### config.mk
export PLATFORM = sky130hd
export DESIGN_NAME = id_ex_decode
export DESIGN_NICKNAME = d
export VERILOG_FILES = /design/src/rtl/id_ex_decode_pkg.sv /design/src/rtl/id_ex_decode_decode.sv /design/src/rtl/id_ex_decode.sv
export SDC_FILE = /design/constraint.sdc
export NUM_CORES = 1
export LEC_CHECK = 0
export ABC_AREA = 1
export BUFFER_PORTS_ARGS = -buffer_cell sky130_fd_sc_hd__buf_2
export CORE_MARGIN = 3
export CORE_UTILIZATION = 48
export CTS_BUF_LIST = sky130_fd_sc_hd__clkbuf_8
export DETAILED_ROUTE_END_ITERATION = 8
export HOLD_SLACK_MARGIN = 0.03
export PLACE_DENSITY = 0.81
export SETUP_SLACK_MARGIN = 0.1
export SLEW_MARGIN = 40
export SYNTH_ARGS = -nofsm -noshare
export SYNTH_HDL_FRONTEND = slang
export SYNTH_SLANG_ARGS = --single-unit
### constraint.sdc
create_clock -name clk -period 1.4 [get_ports clk]
set_input_delay 0.14 -clock clk [delete_from_list [all_inputs] [get_ports clk]]
set_output_delay 0.14 -clock clk [all_outputs]
set_load 0.03 [all_outputs]
### src/rtl/id_ex_decode_pkg.sv
// Shared encodings for the ID-stage decoder: ALU op codes (must match the
// EX-stage ALU), MIPS opcode/funct values, ALUSrcA encodings and the decoded
// control bundle carried into the ID/EX register.
package id_ex_decode_pkg;

  // ALU operation codes
  localparam logic [4:0] ALU_ADD  = 5'd0;
  localparam logic [4:0] ALU_AND  = 5'd1;
  localparam logic [4:0] ALU_XOR  = 5'd2;
  localparam logic [4:0] ALU_OR   = 5'd3;
  localparam logic [4:0] ALU_NOR  = 5'd4;
  localparam logic [4:0] ALU_SUB  = 5'd5;
  localparam logic [4:0] ALU_ANDI = 5'd6;
  localparam logic [4:0] ALU_XORI = 5'd7;
  localparam logic [4:0] ALU_ORI  = 5'd8;
  localparam logic [4:0] ALU_JR   = 5'd9;
  localparam logic [4:0] ALU_BEQ  = 5'd10;
  localparam logic [4:0] ALU_BNE  = 5'd11;
  localparam logic [4:0] ALU_BGEZ = 5'd12;
  localparam logic [4:0] ALU_BGTZ = 5'd13;
  localparam logic [4:0] ALU_BLEZ = 5'd14;
  localparam logic [4:0] ALU_BLTZ = 5'd15;
  localparam logic [4:0] ALU_SLL  = 5'd16;
  localparam logic [4:0] ALU_SRL  = 5'd17;
  localparam logic [4:0] ALU_SRA  = 5'd18;
  localparam logic [4:0] ALU_SLT  = 5'd19;
  localparam logic [4:0] ALU_SLTU = 5'd20;

  // Primary opcodes
  localparam logic [5:0] OP_RTYPE  = 6'h00;
  localparam logic [5:0] OP_REGIMM = 6'h01;
  localparam logic [5:0] OP_J      = 6'h02;
  localparam logic [5:0] OP_JAL    = 6'h03;
  localparam logic [5:0] OP_BEQ    = 6'h04;
  localparam logic [5:0] OP_BNE    = 6'h05;
  localparam logic [5:0] OP_BLEZ   = 6'h06;
  localparam logic [5:0] OP_BGTZ   = 6'h07;
  localparam logic [5:0] OP_ADDI   = 6'h08;
  localparam logic [5:0] OP_ADDIU  = 6'h09;
  localparam logic [5:0] OP_SLTI   = 6'h0A;
  localparam logic [5:0] OP_SLTIU  = 6'h0B;
  localparam logic [5:0] OP_ANDI   = 6'h0C;
  localparam logic [5:0] OP_ORI    = 6'h0D;
  localparam logic [5:0] OP_XORI   = 6'h0E;
  localparam logic [5:0] OP_LUI    = 6'h0F;
  localparam logic [5:0] OP_LW     = 6'h23;
  localparam logic [5:0] OP_SW     = 6'h2B;

  // R-type funct codes
  localparam logic [5:0] FUNCT_SLL  = 6'h00;
  localparam logic [5:0] FUNCT_SRL  = 6'h02;
  localparam logic [5:0] FUNCT_SRA  = 6'h03;
  localparam logic [5:0] FUNCT_SLLV = 6'h04;
  localparam logic [5:0] FUNCT_SRLV = 6'h06;
  localparam logic [5:0] FUNCT_SRAV = 6'h07;
  localparam logic [5:0] FUNCT_JR   = 6'h08;
  localparam logic [5:0] FUNCT_ADD  = 6'h20;
  localparam logic [5:0] FUNCT_ADDU = 6'h21;
  localparam logic [5:0] FUNCT_SUB  = 6'h22;
  localparam logic [5:0] FUNCT_SUBU = 6'h23;
  localparam logic [5:0] FUNCT_AND  = 6'h24;
  localparam logic [5:0] FUNCT_OR   = 6'h25;
  localparam logic [5:0] FUNCT_XOR  = 6'h26;
  localparam logic [5:0] FUNCT_NOR  = 6'h27;
  localparam logic [5:0] FUNCT_SLT  = 6'h2A;
  localparam logic [5:0] FUNCT_SLTU = 6'h2B;

  // REGIMM rt selectors
  localparam logic [4:0] RT_BLTZ = 5'd0;
  localparam logic [4:0] RT_BGEZ = 5'd1;

  // ALUSrcA encodings
  localparam logic [1:0] SRCA_RS    = 2'b00;
  localparam logic [1:0] SRCA_SHAMT = 2'b01;
  localparam logic [1:0] SRCA_ZERO  = 2'b10;

  // Decoded controls for one instruction; all-zero is a bubble.
  typedef struct packed {
    logic [4:0]  alu_code;
    logic [1:0]  src_a;
    logic        src_b;
    logic [31:0] imm32;
    logic [4:0]  write_reg;
    logic [4:0]  rs;
    logic [4:0]  rt;
    logic        reg_write;
    logic        mem_read;
    logic        mem_write;
    logic        branch;
    logic        jump;
    logic        illegal;
  } ctrl_t;

endpackage

### src/rtl/id_ex_decode_decode.sv
// Pure combinational MIPS instruction decoder: instruction word in,
// control bundle out, plus whether the rt field is read as a source.
module decode_comb
  import id_ex_decode_pkg::*;
#(
  parameter logic [4:0] LINK_REG = 5'd31
) (
  input  logic [31:0] instr,
  output ctrl_t       ctrl,
  output logic        uses_rt
);

  logic [5:0]  op;
  logic [5:0]  funct;
  logic [15:0] imm;

  assign op    = instr[31:26];
  assign funct = instr[5:0];
  assign imm   = instr[15:0];

  // Map opcode/funct to ALU op, operand selects and pipeline controls.
  always_comb begin
    // NOTE: every field gets a default first so no path leaves a latch.
    ctrl           = '0;
    ctrl.alu_code  = ALU_ADD;
    ctrl.src_a     = SRCA_RS;
    ctrl.imm32     = {{16{imm[15]}}, imm};
    ctrl.rs        = instr[25:21];
    ctrl.rt        = instr[20:16];
    ctrl.write_reg = instr[20:16];
    uses_rt        = 1'b0;

    case (op)
      OP_RTYPE: begin
        uses_rt        = 1'b1;
        ctrl.write_reg = instr[15:11];
        ctrl.reg_write = 1'b1;
        case (funct)
          FUNCT_ADD, FUNCT_ADDU: ctrl.alu_code = ALU_ADD;
          FUNCT_SUB, FUNCT_SUBU: ctrl.alu_code = ALU_SUB;
          FUNCT_AND:  ctrl.alu_code = ALU_AND;
          FUNCT_OR:   ctrl.alu_code = ALU_OR;
          FUNCT_XOR:  ctrl.alu_code = ALU_XOR;
          FUNCT_NOR:  ctrl.alu_code = ALU_NOR;
          FUNCT_SLT:  ctrl.alu_code = ALU_SLT;
          FUNCT_SLTU: ctrl.alu_code = ALU_SLTU;
          FUNCT_SLL:  begin ctrl.alu_code = ALU_SLL; ctrl.src_a = SRCA_SHAMT; end
          FUNCT_SRL:  begin ctrl.alu_code = ALU_SRL; ctrl.src_a = SRCA_SHAMT; end
          FUNCT_SRA:  begin ctrl.alu_code = ALU_SRA; ctrl.src_a = SRCA_SHAMT; end
          FUNCT_SLLV: ctrl.alu_code = ALU_SLL;
          FUNCT_SRLV: ctrl.alu_code = ALU_SRL;
          FUNCT_SRAV: ctrl.alu_code = ALU_SRA;
          FUNCT_JR: begin
            ctrl.alu_code  = ALU_JR;
            ctrl.jump      = 1'b1;
            ctrl.reg_write = 1'b0;
          end
          default: ctrl.illegal = 1'b1;
        endcase
      end
      OP_ADDI, OP_ADDIU: begin ctrl.src_b = 1'b1; ctrl.reg_write = 1'b1; end
      OP_SLTI:  begin ctrl.alu_code = ALU_SLT;  ctrl.src_b = 1'b1; ctrl.reg_write = 1'b1; end
      OP_SLTIU: begin ctrl.alu_code = ALU_SLTU; ctrl.src_b = 1'b1; ctrl.reg_write = 1'b1; end
      OP_ANDI, OP_ORI, OP_XORI: begin
        ctrl.alu_code  = (op == OP_ANDI) ? ALU_ANDI : (op == OP_ORI) ? ALU_ORI : ALU_XORI;
        ctrl.src_b     = 1'b1;
        ctrl.imm32     = {16'h0000, imm};
        ctrl.reg_write = 1'b1;
      end
      OP_LUI: begin
        ctrl.src_a     = SRCA_ZERO;
        ctrl.src_b     = 1'b1;
        ctrl.imm32     = {imm, 16'h0000};
        ctrl.reg_write = 1'b1;
      end
      OP_LW: begin ctrl.src_b = 1'b1; ctrl.reg_write = 1'b1; ctrl.mem_read = 1'b1; end
      OP_SW: begin ctrl.src_b = 1'b1; ctrl.mem_write = 1'b1; uses_rt = 1'b1; end
      OP_BEQ:  begin ctrl.alu_code = ALU_BEQ;  ctrl.branch = 1'b1; uses_rt = 1'b1; end
      OP_BNE:  begin ctrl.alu_code = ALU_BNE;  ctrl.branch = 1'b1; uses_rt = 1'b1; end
      OP_BLEZ: begin ctrl.alu_code = ALU_BLEZ; ctrl.branch = 1'b1; end
      OP_BGTZ: begin ctrl.alu_code = ALU_BGTZ; ctrl.branch = 1'b1; end
      OP_REGIMM: begin
        ctrl.branch = 1'b1;
        if (instr[20:16] == RT_BLTZ)      ctrl.alu_code = ALU_BLTZ;
        else if (instr[20:16] == RT_BGEZ) ctrl.alu_code = ALU_BGEZ;
        else                              ctrl.illegal  = 1'b1;
      end
      OP_J: ctrl.jump = 1'b1;
      OP_JAL: begin
        ctrl.jump      = 1'b1;
        ctrl.reg_write = 1'b1;
        ctrl.write_reg = LINK_REG;
        ctrl.src_a     = SRCA_ZERO;
      end
      default: ctrl.illegal = 1'b1;
    endcase

    // Writes to $0 are discarded at the source.
    if (ctrl.write_reg == 5'd0) ctrl.reg_write = 1'b0;
  end

endmodule

### src/rtl/id_ex_decode.sv
// ID/EX pipeline register with load-use hazard detection. Decoding is done
// by decode_comb; this level owns the register, its update priority and the
// stall request toward PC and IF/ID.
module id_ex_decode
  import id_ex_decode_pkg::*;
#(
  parameter logic [4:0] LINK_REG   = 5'd31,
  parameter bit         EN_LOADUSE = 1'b1
) (
  input  logic        clk,
  input  logic        rst_n,
  input  logic [31:0] id_instr,
  input  logic        id_valid,
  input  logic        ex_stall,
  input  logic        flush,
  output logic        stall_req,
  output logic [4:0]  ALUCode,
  output logic [1:0]  ALUSrcA,
  output logic        ALUSrcB,
  output logic [31:0] Imm32,
  output logic [4:0]  WriteReg,
  output logic [4:0]  ex_rs,
  output logic [4:0]  ex_rt,
  output logic        RegWrite,
  output logic        MemRead,
  output logic        MemWrite,
  output logic        Branch,
  output logic        Jump,
  output logic        ex_valid,
  output logic        illegal
);

  ctrl_t dec;
  logic  dec_uses_rt;
  ctrl_t q;
  logic  valid_q;

  decode_comb #(.LINK_REG(LINK_REG)) u_decode (
    .instr   (id_instr),
    .ctrl    (dec),
    .uses_rt (dec_uses_rt)
  );

  // Load-use hazard: the held lw targets a register the incoming instruction reads.
  assign stall_req = EN_LOADUSE && id_valid && valid_q && q.mem_read && (q.rt != 5'd0) &&
                     ((q.rt == dec.rs) || (dec_uses_rt && (q.rt == dec.rt)));

  // ID/EX register: flush > hold > load-use bubble > idle bubble > decode.
  always_ff @(posedge clk or negedge rst_n) begin
    if (!rst_n) begin
      // NOTE: sequential state uses non-blocking assignments so all flops sample together.
      q       <= '0;
      valid_q <= 1'b0;
    end else if (flush) begin
      q       <= '0;
      valid_q <= 1'b0;
    end else if (ex_stall) begin
      q       <= q;
      valid_q <= valid_q;
    end else if (stall_req || !id_valid) begin
      q       <= '0;
      valid_q <= 1'b0;
    end else if (dec.illegal) begin
      q         <= '0;
      q.illegal <= 1'b1;
      valid_q   <= 1'b0;
    end else begin
      q       <= dec;
      valid_q <= 1'b1;
    end
  end

  assign ALUCode  = q.alu_code;
  assign ALUSrcA  = q.src_a;
  assign ALUSrcB  = q.src_b;
  assign Imm32    = q.imm32;
  assign WriteReg = q.write_reg;
  assign ex_rs    = q.rs;
  assign ex_rt    = q.rt;
  assign RegWrite = q.reg_write;
  assign MemRead  = q.mem_read;
  assign MemWrite = q.mem_write;
  assign Branch   = q.branch;
  assign Jump     = q.jump;
  assign ex_valid = valid_q;
  assign illegal  = q.illegal;

endmodule
After elaboration in Yosys (flattened, before gate mapping)
Index checks and enable logic that the tools add are counted.
- register bits after elaboration: 62
- output and inout bits: 63
- logic and storage cells: 110
- eq/ne operators: 37
- muxes and demuxes: 32
- reduce and logical (&&, ||, !) cells: 27
- operator list (kind ; count):
    $mux W61 ; 4
    $eq A6 B6 Y1 const B ; 12
    $pmux W32 S2 ; 1
    $pmux W5 S11 ; 1
    $eq A6 B4 Y1 const B ; 9
    $pmux W5 S9 ; 1
    $eq A6 B3 Y1 const B ; 7
    $eq A6 B2 Y1 const B ; 4
    $reduce_or A10 Y1 ; 2
    $reduce_or A17 Y1 ; 1
    $mux W1 ; 16
    $reduce_or A16 Y1 ; 1
    $logic_not A6 Y1 ; 2
    $mux W4 ; 3
    $reduce_or A2 Y1 ; 6
    $eq A5 B5 Y1 ; 2
    $logic_not A5 Y1 ; 2
    $pmux W5 S2 ; 1
    $eq A6 B1 Y1 const B ; 1
    $reduce_or A3 Y1 ; 2
    $eq A5 B1 Y1 const B ; 1
    $logic_and A1 B1 Y1 ; 5
    $mux W5 ; 1
    $reduce_bool A5 Y1 ; 1
    8 further kinds ; 10

Depth between registers and ports, before layout
- word-level depth: 10
- mapped depth: 14
- depth with buffers taken out: 13

By module
From an unflattened synthesis, not the netlist that was laid out.
- cell total of the unflattened synthesis: 651
- area, all modules: 4285.4 µm²
- modules (own cells, without submodules) (module ; instances ; cells an instance ; area each (µm²) ; sequential area each (µm²)):
    id_ex_decode ; 1 ; 451 ; 3289.4 ; 1551.5
    decode_comb ; 1 ; 200 ; 996.0 ; 0.0

Worst setup path before layout
No wires, ideal clock.
- path type: register to register
- start: register q, in the netlist ex_rt[1]
- end: register q, in the netlist Imm32[18]
- library setup time: 0.117 ns
- data arrival time: 1.553 ns
- data required time: 1.283 ns
- setup slack: -0.270 ns
- stages on the path, launching flop included: 11
- path buffers: 1
- clock period less this slack: 1.670 ns
- path through: dfrtp_1 -> or2_2 -> a21oi_1 -> nand3_1 -> nand2_1 -> nand2_1 -> nand2_2 -> nor2_8 -> buf_6 -> nand2_1 -> nand2_1
- longest elaborated chain between the ends: 8
- elaborated cells on any way between the ends: 11
- those cells by class: eq/ne (2); mux (3); reduce/logical (6)
- RTL lines (what ; line ; RTL):
    start: declaration ; id_ex_decode.sv:35 ; ctrl_t q;
    start signal: assignment ; id_ex_decode.sv:58 ; q <= q;
    $eq A5 B5 Y1 ; id_ex_decode.sv:46 ; ((q.rt == dec.rs) || (dec_uses_rt && (q.rt == dec.rt)));
    $logic_and A1 B1 Y1 ; id_ex_decode.sv:46 ;
    $logic_or A1 B1 Y1 ; id_ex_decode.sv:46 ;
    $logic_and A1 B1 Y1 (*) ; id_ex_decode.sv:45 ; assign stall_req = EN_LOADUSE && id_valid && valid_q && q.mem_read && (q.rt != 5'd0) &&
    $logic_or A1 B1 Y1 (*) ; id_ex_decode.sv:60 ; end else if (stall_req || !id_valid) begin
    $mux W61 (*) ; id_ex_decode.sv:60 ;
    $mux W61 (*) ; id_ex_decode.sv:57 ; end else if (ex_stall) begin
    $mux W61 (*) ; id_ex_decode.sv:54 ; end else if (flush) begin
Every way passes the cells marked *; elsewhere a longest branch is shown, timed or not. The select of a mux whose other input is x is not followed.
A chain may end at the register's enable or synchronous reset.

Final worst setup path
- start: register q, in the netlist ex_rt[1]
- end: output stall_req
- longest elaborated chain between the ends: 4
- elaborated cells on any way between the ends: 7
- those cells by class: eq/ne (2); reduce/logical (5)
- RTL lines (what ; line ; RTL):
    $eq A5 B5 Y1 ; id_ex_decode.sv:46 ;
    $logic_and A1 B1 Y1 ; id_ex_decode.sv:46 ;
    $logic_or A1 B1 Y1 ; id_ex_decode.sv:46 ;
    $logic_and A1 B1 Y1 (*) ; id_ex_decode.sv:45 ;
    end: declaration ; id_ex_decode.sv:16 ; output logic stall_req,
Every way passes the cells marked *; elsewhere a longest branch is shown, timed or not.

==> flow_summary.toml <==
[status]
status = "finished, violations left"
violations = "negative setup slack"

[final_layout]
stdcell_count = 767
design_area_um2 = 4847
fin_nets = 703
drive_above_1_share_pct = 33.08
utilization_pct = 70.95
antenna_cells = 0
area_growth_pct = 42.58

[synthesis]
synth_area_um2 = 3400
synth_flop_cell = "dfrtp_1"
synth_top_cells_by_area = "dfrtp_1 46%, nand2_1 27%, inv_1 5.5%"
synth_most_common_cell = "nand2_1"
synth.avg_cell_area_um2 = 6.896
synthTopCellsByCount = "243 x nand2_1, 62 x dfrtp_1, 50 x inv_1"
synth_warnings = 0
async_reset_ff_share_pct = 100.0
synthCells = 493
synth_top_area_cell = "dfrtp_1"
yosysTopAreaCellShare_pct = 45.64
ys_seq_area_share_pct = 45.64
synth_nets = 530
ys_seq_elements = 62
yosysUniqueCellTypes = 30
synth-edff-count = 0

[cts]
cts_tree = "yes"
cts.htree.levels = 3
insertion_delay_ns = 0.34
cts_made_buffers = 9
cts.path.max_buffers = 2
cts.sinks = 62
clockRootBuffer = "clkbuf_8"
clk_pin_slew_worst_paths_ns = 0.07

[place]
place_area_um2 = 4489
gp_congestion = 0.8828
dp.cells = 741
io_buffers = 99
dp_hpwl_um = 7171
pre_cts_ws_ns = -0.2196

[route]
drtIter0Drc = 248
vias = 3738
wl_per_cell_um = 13.53
drc = 0
dr.pass1.iters = 5
viasPerCell = 4.874
totalWireLength_um = 10380
final_antenna_net_count = 0

[sta]
fin_crit_sh_pct = 126.9
drv_slew = 0
slew_headroom_pct = 70.96
hold_violations = 0
clock_skew_ns = 0.008973
worst_pin_slew_ns = 0.4356
setup_viol = 62
finalCriticalPeriod_ns = 1.777
holdWs_ns = 0.04356
grt_setup_unrepaired = "yes"
max_freq_mhz = 562.8
tns_ns = -17.56
fin_ws_ns = -0.3769

[grt]
grt_usage_pct = 26.35
antenna_found_initial = 0
grt_pass1_vias = 3756
grt_first_pass_wirelength_um = 17660
grt_max_degree = 63
grt.overflow.total = 0

[die]
die_area_um2 = 8128
rows = 30
start_util_pct = 49.76
num_io_pins = 100
coreArea_um2 = 6832
chipWidth_um = 90.16
die_y_um = 90.16

[critical_path]
rrSetupSlack_ns = -0.32
worst-setup-path-type = "reg -> out"
path_max_fanout = 5
required_ns = 1.26
end_kind = "output pin"
worstPathArrival_ns = 1.64
critPathLaunchType = "flip-flop"

[pwr]
power_mw = 4.262
peakVddDrop_mv = 0.5249
powerDensity_nw_per_um2 = 879.3
p_leak_nw = 3.005

[flow_run]
maxCapViolations = 0

[hold_path]
hp-class = "in -> reg"
==> report_power, final <==
part	internal, mW	switching, mW	leakage, nW	total [mW]
clock	1.01	0.792	0.106	1.80
sequential	1.82	0.0192	0.854	1.84
combinational	0.250	0.376	2.05	0.626
total	3.07	1.19	3.00	4.26
==> flip-flops by register name (all words and copies together) (netlist names), 2 cells and up <==
signal,flops
WriteReg,5
ALUSrcA,2
ex_rt,5
ex_rs,5
Imm32,32
ALUCode,5
==> cell usage in the layout (no fill, tap or decap), types with 2 or more instances in the layout <==
master,n
o21ai_0,23
a21oi_1,7
clkbuf_8,9
inv_2,6
nand2_2,6
xor2_1,2
nor2_2,4
dfrtp_2,5
buf_6,4
buf_2,98
buf_4,67
o31ai_1,2
buf_12,3
o211ai_1,2
nand2_1,238
dfrtp_1,57
clkinvlp_4,2
nand3_1,15
inv_1,47
nor2_4,2
dlygate4sd3_1,5
nand4_1,3
nand3_2,4
o22ai_1,3
bufinv_16,2
nor2_1,37
==> worst paths after layout <==
check                                           from                endpoint  cells past startpoint
max in group asynchronous                      rst_n  ALUCode[1]$_DFFE_PN0P_                      3
min in group asynchronous                      rst_n   Imm32[11]$_DFFE_PN0P_                      3
worst max register to register  ex_rt[1]$_DFFE_PN0P_   Imm32[21]$_DFFE_PN0P_                     11
worst min-delay path                    id_instr[25]    ex_rs[4]$_DFFE_PN0P_                      3
worst max-delay path            ex_rt[1]$_DFFE_PN0P_               stall_req                      8
worst min register to register  ex_rs[2]$_DFFE_PN0P_    ex_rs[2]$_DFFE_PN0P_                      2
==> cells by family (layout without fill, tap and decap cells) <==
logic type                after synthesis  count (layout)  share of synthesized area [%]
and+or+nand+nor                       319             319                          38.24
buffers and inverters                  69             247                          8.943
AOI/OAI and AO/OA                      40              40                          6.404
DFF                                    62              62                          45.64
xor gates and xnor gates                3               3                         0.7731
==> area by class of cell <==
class | count | area [um2]
Sequential cell | 62 | 1558
Clock inverter | 7 | 97.59
Multi-Input combinational cell | 362 | 1597
Inverter | 54 | 202.7
Clock buffer | 9 | 123.9
Fill cell | 538 | 1984
Tap cell | 96 | 120.1
Timing Repair Buffer | 177 | 1149
==> per-layer routing <==
layer / GRT usage, % / vias to the layer above / routed length (um)
met5: 0 / - / 0
met2: 44.18 / 133 / 5122
met4: 7.908 / 0 / 128
met1: 34.18 / 1726 / 4455
li1: - / 1859 / -
met3: 5.774 / 20 / 673
==> worst max-delay path, cell delays in order (launching register included) <==
cell	delay, ns
dfrtp_2	0.44
or2_4	0.24
a21oi_2	0.11
nand3_1	0.08
nand2_1	0.09
nand2_2	0.07
buf_6	0.11
inv_2	0.05
buf_6	0.12
==> timing repair <==
item,4_1_cts,5_1_grt
gates cloned,1,0
resized for setup,12,7
pin swaps,7,6
hold buffers,5,0
endpoints found under the hold margin,66,0
buffers inserted,1,3
setup endpoints to repair,63,63
Note: power is estimated with default switching activity, not from simulation.
